$ cat config.mk
export PLATFORM = sky130hd
export DESIGN_NAME = fetch_stage
export DESIGN_NICKNAME = d
export VERILOG_FILES = /design/src/rtl/fetch_stage.sv
export SDC_FILE = /design/constraint.sdc
export NUM_CORES = 1
export LEC_CHECK = 0
export ABC_CLOCK_PERIOD_IN_PS = 6600
export CORE_MARGIN = 10
export CORE_UTILIZATION = 40
export CTS_BUF_LIST = sky130_fd_sc_hd__clkbuf_4
export DETAILED_ROUTE_END_ITERATION = 7
export DONT_BUFFER_PORTS = 1
export PLACE_DENSITY = 0.52
export SETUP_SLACK_MARGIN = 0.15
export SYNTH_ARGS = -nofsm -noshare
export SYNTH_HDL_FRONTEND = slang
export SYNTH_SLANG_ARGS = --single-unit
$ cat constraint.sdc
create_clock -name clk -period 6.6 [get_ports clk]
set_clock_uncertainty 0.2 [all_clocks]
set_input_delay 1.32 -clock clk [delete_from_list [all_inputs] [get_ports clk]]
set_output_delay 1.32 -clock clk [all_outputs]
set_load 0.005 [all_outputs]
$ cat src/rtl/fetch_stage.sv
`default_nettype none
// ============================================================================
// Module   : fetch_stage
// Purpose  : RV32IM instruction fetch stage. It owns the PC, issues word
//            fetches over a req/gnt/rvalid handshake, buffers returns in an
//            in-order fetch queue and presents {instr, PC, PC+4} to decode.
//            Redirects from execute flush the queue and drop in-flight
//            returns through a discard counter.
// Options  : FETCH_ALIGN_CHECK_EN - adds the sticky MisalignD output and
//            blocks issue after a redirect to a non-word-aligned target.
// Revision : 1.0 - initial release
// ============================================================================
module fetch_stage #(
  parameter logic [31:0] RESET_PC = 32'h0000_0000,
  parameter int          FQ_DEPTH = 2
) (
  input  logic        clk,
  input  logic        rst,
  input  logic        PCSrcE,
  input  logic [31:0] PCTargetE,
  input  logic        StallD,
  output logic        imem_req,
  output logic [31:0] imem_addr,
  input  logic        imem_gnt,
  input  logic        imem_rvalid,
  input  logic [31:0] imem_rdata,
  output logic        ValidD,
  output logic [31:0] InstrD,
  output logic [31:0] PCD,
  output logic [31:0] PCPlus4D
`ifdef FETCH_ALIGN_CHECK_EN
  ,output logic       MisalignD
`endif
);

  localparam int          AW  = (FQ_DEPTH > 1) ? $clog2(FQ_DEPTH) : 1;
  localparam int          CW  = $clog2(FQ_DEPTH + 1);
  localparam int          SW  = CW + 2;
  localparam logic [31:0] NOP = 32'h0000_0013;

  // Fetch state
  logic [31:0]   pc_q;
  logic [31:0]   ret_pc_q;
  logic [CW-1:0] outst_q;
  logic [CW-1:0] disc_q;

  // Fetch queue
  logic [31:0]   fq_instr_q [FQ_DEPTH];
  logic [31:0]   fq_pc_q    [FQ_DEPTH];
  logic [AW-1:0] rd_ptr_q;
  logic [AW-1:0] wr_ptr_q;
  logic [CW-1:0] cnt_q;

  logic          w_valid;
  logic          w_pop;
  logic          w_rsp_keep;
  logic          w_push;
  logic          w_issue;
  logic          w_credit;
  logic          w_misalign;
  logic [SW-1:0] w_inflight;
  logic [31:0]   w_tgt;
  logic [31:0]   pcd_d;

  // Word-aligned redirect target; the low two bits never reach the PC.
  assign w_tgt = PCTargetE & 32'hFFFF_FFFC;

`ifdef FETCH_ALIGN_CHECK_EN
  logic misalign_q;

  // Sticky misalignment flag, updated only by redirects.
  always_ff @(posedge clk or posedge rst) begin
    if (rst) begin
      misalign_q <= 1'b0;
    end else if (PCSrcE) begin
      misalign_q <= |PCTargetE[1:0];
    end
  end

  assign w_misalign = misalign_q;
  assign MisalignD  = misalign_q;
`else
  assign w_misalign = 1'b0;
`endif

  // Queue/return bookkeeping. The head leaving this cycle frees its slot for
  // the credit check, which is what allows one instruction per cycle with a
  // two-entry queue and single-cycle memory.
  assign w_valid    = (cnt_q != '0);
  assign w_pop      = w_valid && !StallD && !PCSrcE;
  assign w_rsp_keep = imem_rvalid && (disc_q == '0);
  assign w_push     = w_rsp_keep && !PCSrcE;
  assign w_inflight = SW'(cnt_q) - SW'(w_pop) + SW'(outst_q) + SW'(disc_q);
  assign w_credit   = (w_inflight < SW'(FQ_DEPTH));

  assign imem_req   = !rst && !PCSrcE && w_credit && !w_misalign;
  assign imem_addr  = pc_q;
  assign w_issue    = imem_req && imem_gnt;

  // PC, return-PC tracker, outstanding and discard counters.
  always_ff @(posedge clk or posedge rst) begin
    if (rst) begin
      pc_q     <= RESET_PC;
      ret_pc_q <= RESET_PC;
      outst_q  <= '0;
      disc_q   <= '0;
    end else if (PCSrcE) begin
      // Everything in flight becomes a discard; a return arriving now is
      // already dropped and so is not counted again.
      pc_q     <= w_tgt;
      ret_pc_q <= w_tgt;
      outst_q  <= '0;
      disc_q   <= disc_q + outst_q - CW'(imem_rvalid);
    end else begin
      if (w_issue) begin
        pc_q <= pc_q + 32'd4;
      end
      if (w_push) begin
        ret_pc_q <= ret_pc_q + 32'd4;
      end
      outst_q <= outst_q + CW'(w_issue) - CW'(w_rsp_keep);
      if (imem_rvalid && (disc_q != '0)) begin
        disc_q <= disc_q - CW'(1);
      end
    end
  end

  // Queue pointers and occupancy; a redirect empties the queue.
  always_ff @(posedge clk or posedge rst) begin
    if (rst) begin
      rd_ptr_q <= '0;
      wr_ptr_q <= '0;
      cnt_q    <= '0;
    end else if (PCSrcE) begin
      rd_ptr_q <= '0;
      wr_ptr_q <= '0;
      cnt_q    <= '0;
    end else begin
      if (w_push) begin
        wr_ptr_q <= wr_ptr_q + AW'(1);
      end
      if (w_pop) begin
        rd_ptr_q <= rd_ptr_q + AW'(1);
      end
      cnt_q <= cnt_q + CW'(w_push) - CW'(w_pop);
    end
  end

  // Queue storage; contents are only meaningful below the occupancy count.
  always_ff @(posedge clk) begin
    if (w_push) begin
      fq_instr_q[wr_ptr_q] <= imem_rdata;
      fq_pc_q[wr_ptr_q]    <= ret_pc_q;
    end
  end

  // Decode-facing view of the head entry, NOP and PC 0 when empty.
  always_comb begin
    pcd_d = 32'h0000_0000;
    if (w_valid) begin
      pcd_d = fq_pc_q[rd_ptr_q];
    end
  end

  assign ValidD   = w_valid;
  assign InstrD   = w_valid ? fq_instr_q[rd_ptr_q] : NOP;
  assign PCD      = pcd_d;
  assign PCPlus4D = pcd_d + 32'd4;

endmodule
`default_nettype wire
==> results.json <==
{
  "finalHoldViolations": 0,
  "drv_slew": 0,
  "finalCriticalPeriod_ns": 5.440,
  "vdd_ir_drop_max_mv": 0.1322,
  "core-area_mm2": 0.02340,
  "dieHeight_um": 174.1,
  "worstPathMaxFanout": 48,
  "dpl_cell_area_mm2": 0.009761,
  "final_nets": 903,
  "vias": 6329,
  "routedWlPerCell_um": 21.00,
  "hold_path.class": "reg2reg",
  "powerDensity_mw_per_mm2": 295.0,
  "max_freq_mhz": 183.8,
  "cts_resized": 0,
  "numCtsBuffers": 17,
  "syn_area_mm2": 0.009498,
  "run_status": "completed",
  "wirelength_mm": 24.15,
  "grt-ovfl-total": 0,
  "drive_gt1_share_pct": 8.323,
  "fin_area_mm2": 0.01007,
  "gp_congestion": 0.8577,
  "syn_to_final_growth_pct": 6.021,
  "antenna_found_initial": 1,
  "synth_top_area_share_pct": 39.20,
  "synth_warnings": 0,
  "synth_cell_types": 58,
  "ys_seq_area_share_pct": 57.12,
  "synthFlopType": "edfxtp_1",
  "tightest_slew_ns": 0.9886,
  "port_buffers": 0,
  "required_ns": 5.08,
  "grt_pass1_vias": 6232,
  "htreeDepth": 4,
  "grt_util_all_layers_pct": 15.39,
  "drt-initial-drc-count": 393,
  "maxCapViolCount": 0,
  "tns_ns": 0,
  "yosysMostFrequentCell": "edfxtp_1",
  "cts_sinks": 192,
  "grt_pass1_wl_mm": 37.08,
  "hpwl_mm": 17.61,
  "clk_latency_ns": 0.59,
  "yosys-top-cells-count": "edfxtp_1 (124), nor2_1 (87), nand2_1 (76), dfrtp_1 (68), mux2i_1 (64)",
  "dieWidth_um": 174.1,
  "postCtsHoldBufs": 0,
  "r2r_setup_slack_ns": 1.75,
  "ys_ff_latch": 192,
  "synth_top_cell_by_area": "edfxtp_1",
  "cts_setup_buffers": 0,
  "cts_tree": "yes",
  "firstDrtPassIters": 5,
  "final.period_utilization_pct": 82.43,
  "cp-start-kind": "flip-flop",
  "num_rows": 56,
  "synth_async_sr_flop_share_pct": 35.42,
  "synthTopCellsByArea": "edfxtp_1 (39%), dfrtp_1 (18%), mux2i_1 (6.7%), nor2_1 (3.4%), xor2_1 (3.3%)",
  "cts_buffer_depth": 2,
  "die-area_mm2": 0.03031,
  "vias_per_cell": 5.503,
  "whs_ns": 0.3236,
  "grt_max_degree": 72,
  "power.total_w": 0.002970,
  "synth_edf_count": 124,
  "rsz0062_at_grt": "false",
  "critPathKind": "reg2out",
  "drcViolationCount": 0,
  "p_leak_nw": 3.477,
  "clock-root-buffer": "clkbuf_4",
  "syn_area_per_cell_um2": 11.47,
  "crit_arrival_ns": 3.92,
  "start_util_pct": 40.58,
  "cp-end-kind": "output pin",
  "fin_util_pct": 43.03,
  "clkTransAtPathRegs_ns": 0.17,
  "maxSlewHeadroom_pct": 33.85,
  "ios": 200,
  "setup_viol": 0,
  "drtAntennaViolNets": 0,
  "synth_cells": 828
}
==> cells by family after synthesis <==
| logic type | share of synthesized area (%) |
|---|---|
| xor+xnor | 6.455 |
| simple gates | 16.27 |
| other cells | 0.03948 |
| buf+inv | 3.689 |
| compound gates | 6.455 |
| fa+ha+maj | 2.398 |
| mux | 7.575 |
| flops | 57.12 |
==> per-layer routing <==
layer  wire length (um)  vias to the layer above  global-route usage [%]
met5                  0                        -                       0
met4                227                        0                   4.275
met3               2240                       17                   6.262
met2              10600                      227                   22.76
met1              11080                     3118                   20.38
li1                   -                     2967                       -
==> where the power goes <==
part           total [W]  leakage [nW]  internal (W)  switching (W)
sequential       0.00158          1.95       0.00142       0.000157
combinational   0.000742          1.36      0.000270       0.000473
clock           0.000649         0.163      0.000181       0.000468
total            0.00297          3.48       0.00187        0.00110
==> flip-flops by register name, summed over array words and instances (netlist names) <==
register    cells
outst_q         2
cnt_q           2
wr_ptr_q        1
imem_addr      30
ret_pc_q       30
disc_q          2
rd_ptr_q        1
fq_pc_q        60
fq_instr_q     64
==> per-stage QoR <==
step / instances / setup slack (ns)
2_1_floorplan: 833 / 0.7825
6_report: 1150 / 1.160
3_3_place_gp: 1116 / 1.397
5_1_grt: 1150 / 0.8315
3_5_place_dp: 1116 / 1.326
4_1_cts: 1148 / 1.074
==> worst max-delay path, stage by stage, from the launching register on <==
cell     delay (ns)
dfrtp_4        0.93
mux2i_1        0.24
or2_2          0.37
inv_1          0.11
ha_1           0.18
nor4b_2        0.45
nand3_2        0.36
nor4_1         0.42
xor2_1         0.23
==> area by class of cell <==
| cell class | instances | area [um^2] |
|---|---|---|
| multi-input cells | 566 | 3757 |
| well taps | 319 | 399.1 |
| flip-flops and latches | 192 | 5429 |
| diodes | 2 | 5.005 |
| inverters | 32 | 122.6 |
| repair buffers | 7 | 52.55 |
| clock buffers | 17 | 127.6 |
| clock inverters | 15 | 176.4 |
| fillers | 2286 | 13330 |
==> cells in the final DEF (no fill, tap or decap), drive strengths merged, types with 3 or more instances in the layout <==
| cell | n |
|---|---|
| inv | 41 |
| nand4 | 26 |
| a211oi | 5 |
| nand2 | 76 |
| mux2i | 64 |
| edfxtp | 124 |
| or3 | 4 |
| ha | 15 |
| nor3 | 24 |
| mux2 | 7 |
| o21ai | 45 |
| o211ai | 17 |
| xnor2 | 34 |
| and4 | 5 |
| nand2b | 3 |
| conb | 6 |
| and3 | 6 |
| xor2 | 36 |
| clkbuf | 17 |
| nand3b | 6 |
| nor4b | 4 |
| a21oi | 7 |
| o311ai | 7 |
| nor4 | 13 |
| buf | 7 |
| dfrtp | 68 |
| a31oi | 5 |
| nand3 | 43 |
| clkinv | 6 |
| nor2 | 87 |
==> worst paths after layout <==
kind / startpoint / endpoint / cells past startpoint
worst max-delay path: rd_ptr_q / PCPlus4D[30] / 8
worst min-delay path: ret_pc_q[31] / fq_pc_q[0][31] / 0
worst max register to register: cnt_q[0] / imem_addr[13] / 16
worst min register to register: ret_pc_q[31] / fq_pc_q[0][31] / 0
max in group asynchronous: rst / rd_ptr_q / 2
min in group asynchronous: rst / outst_q[1] / 2
Note: power is estimated with default switching activity, not from simulation.
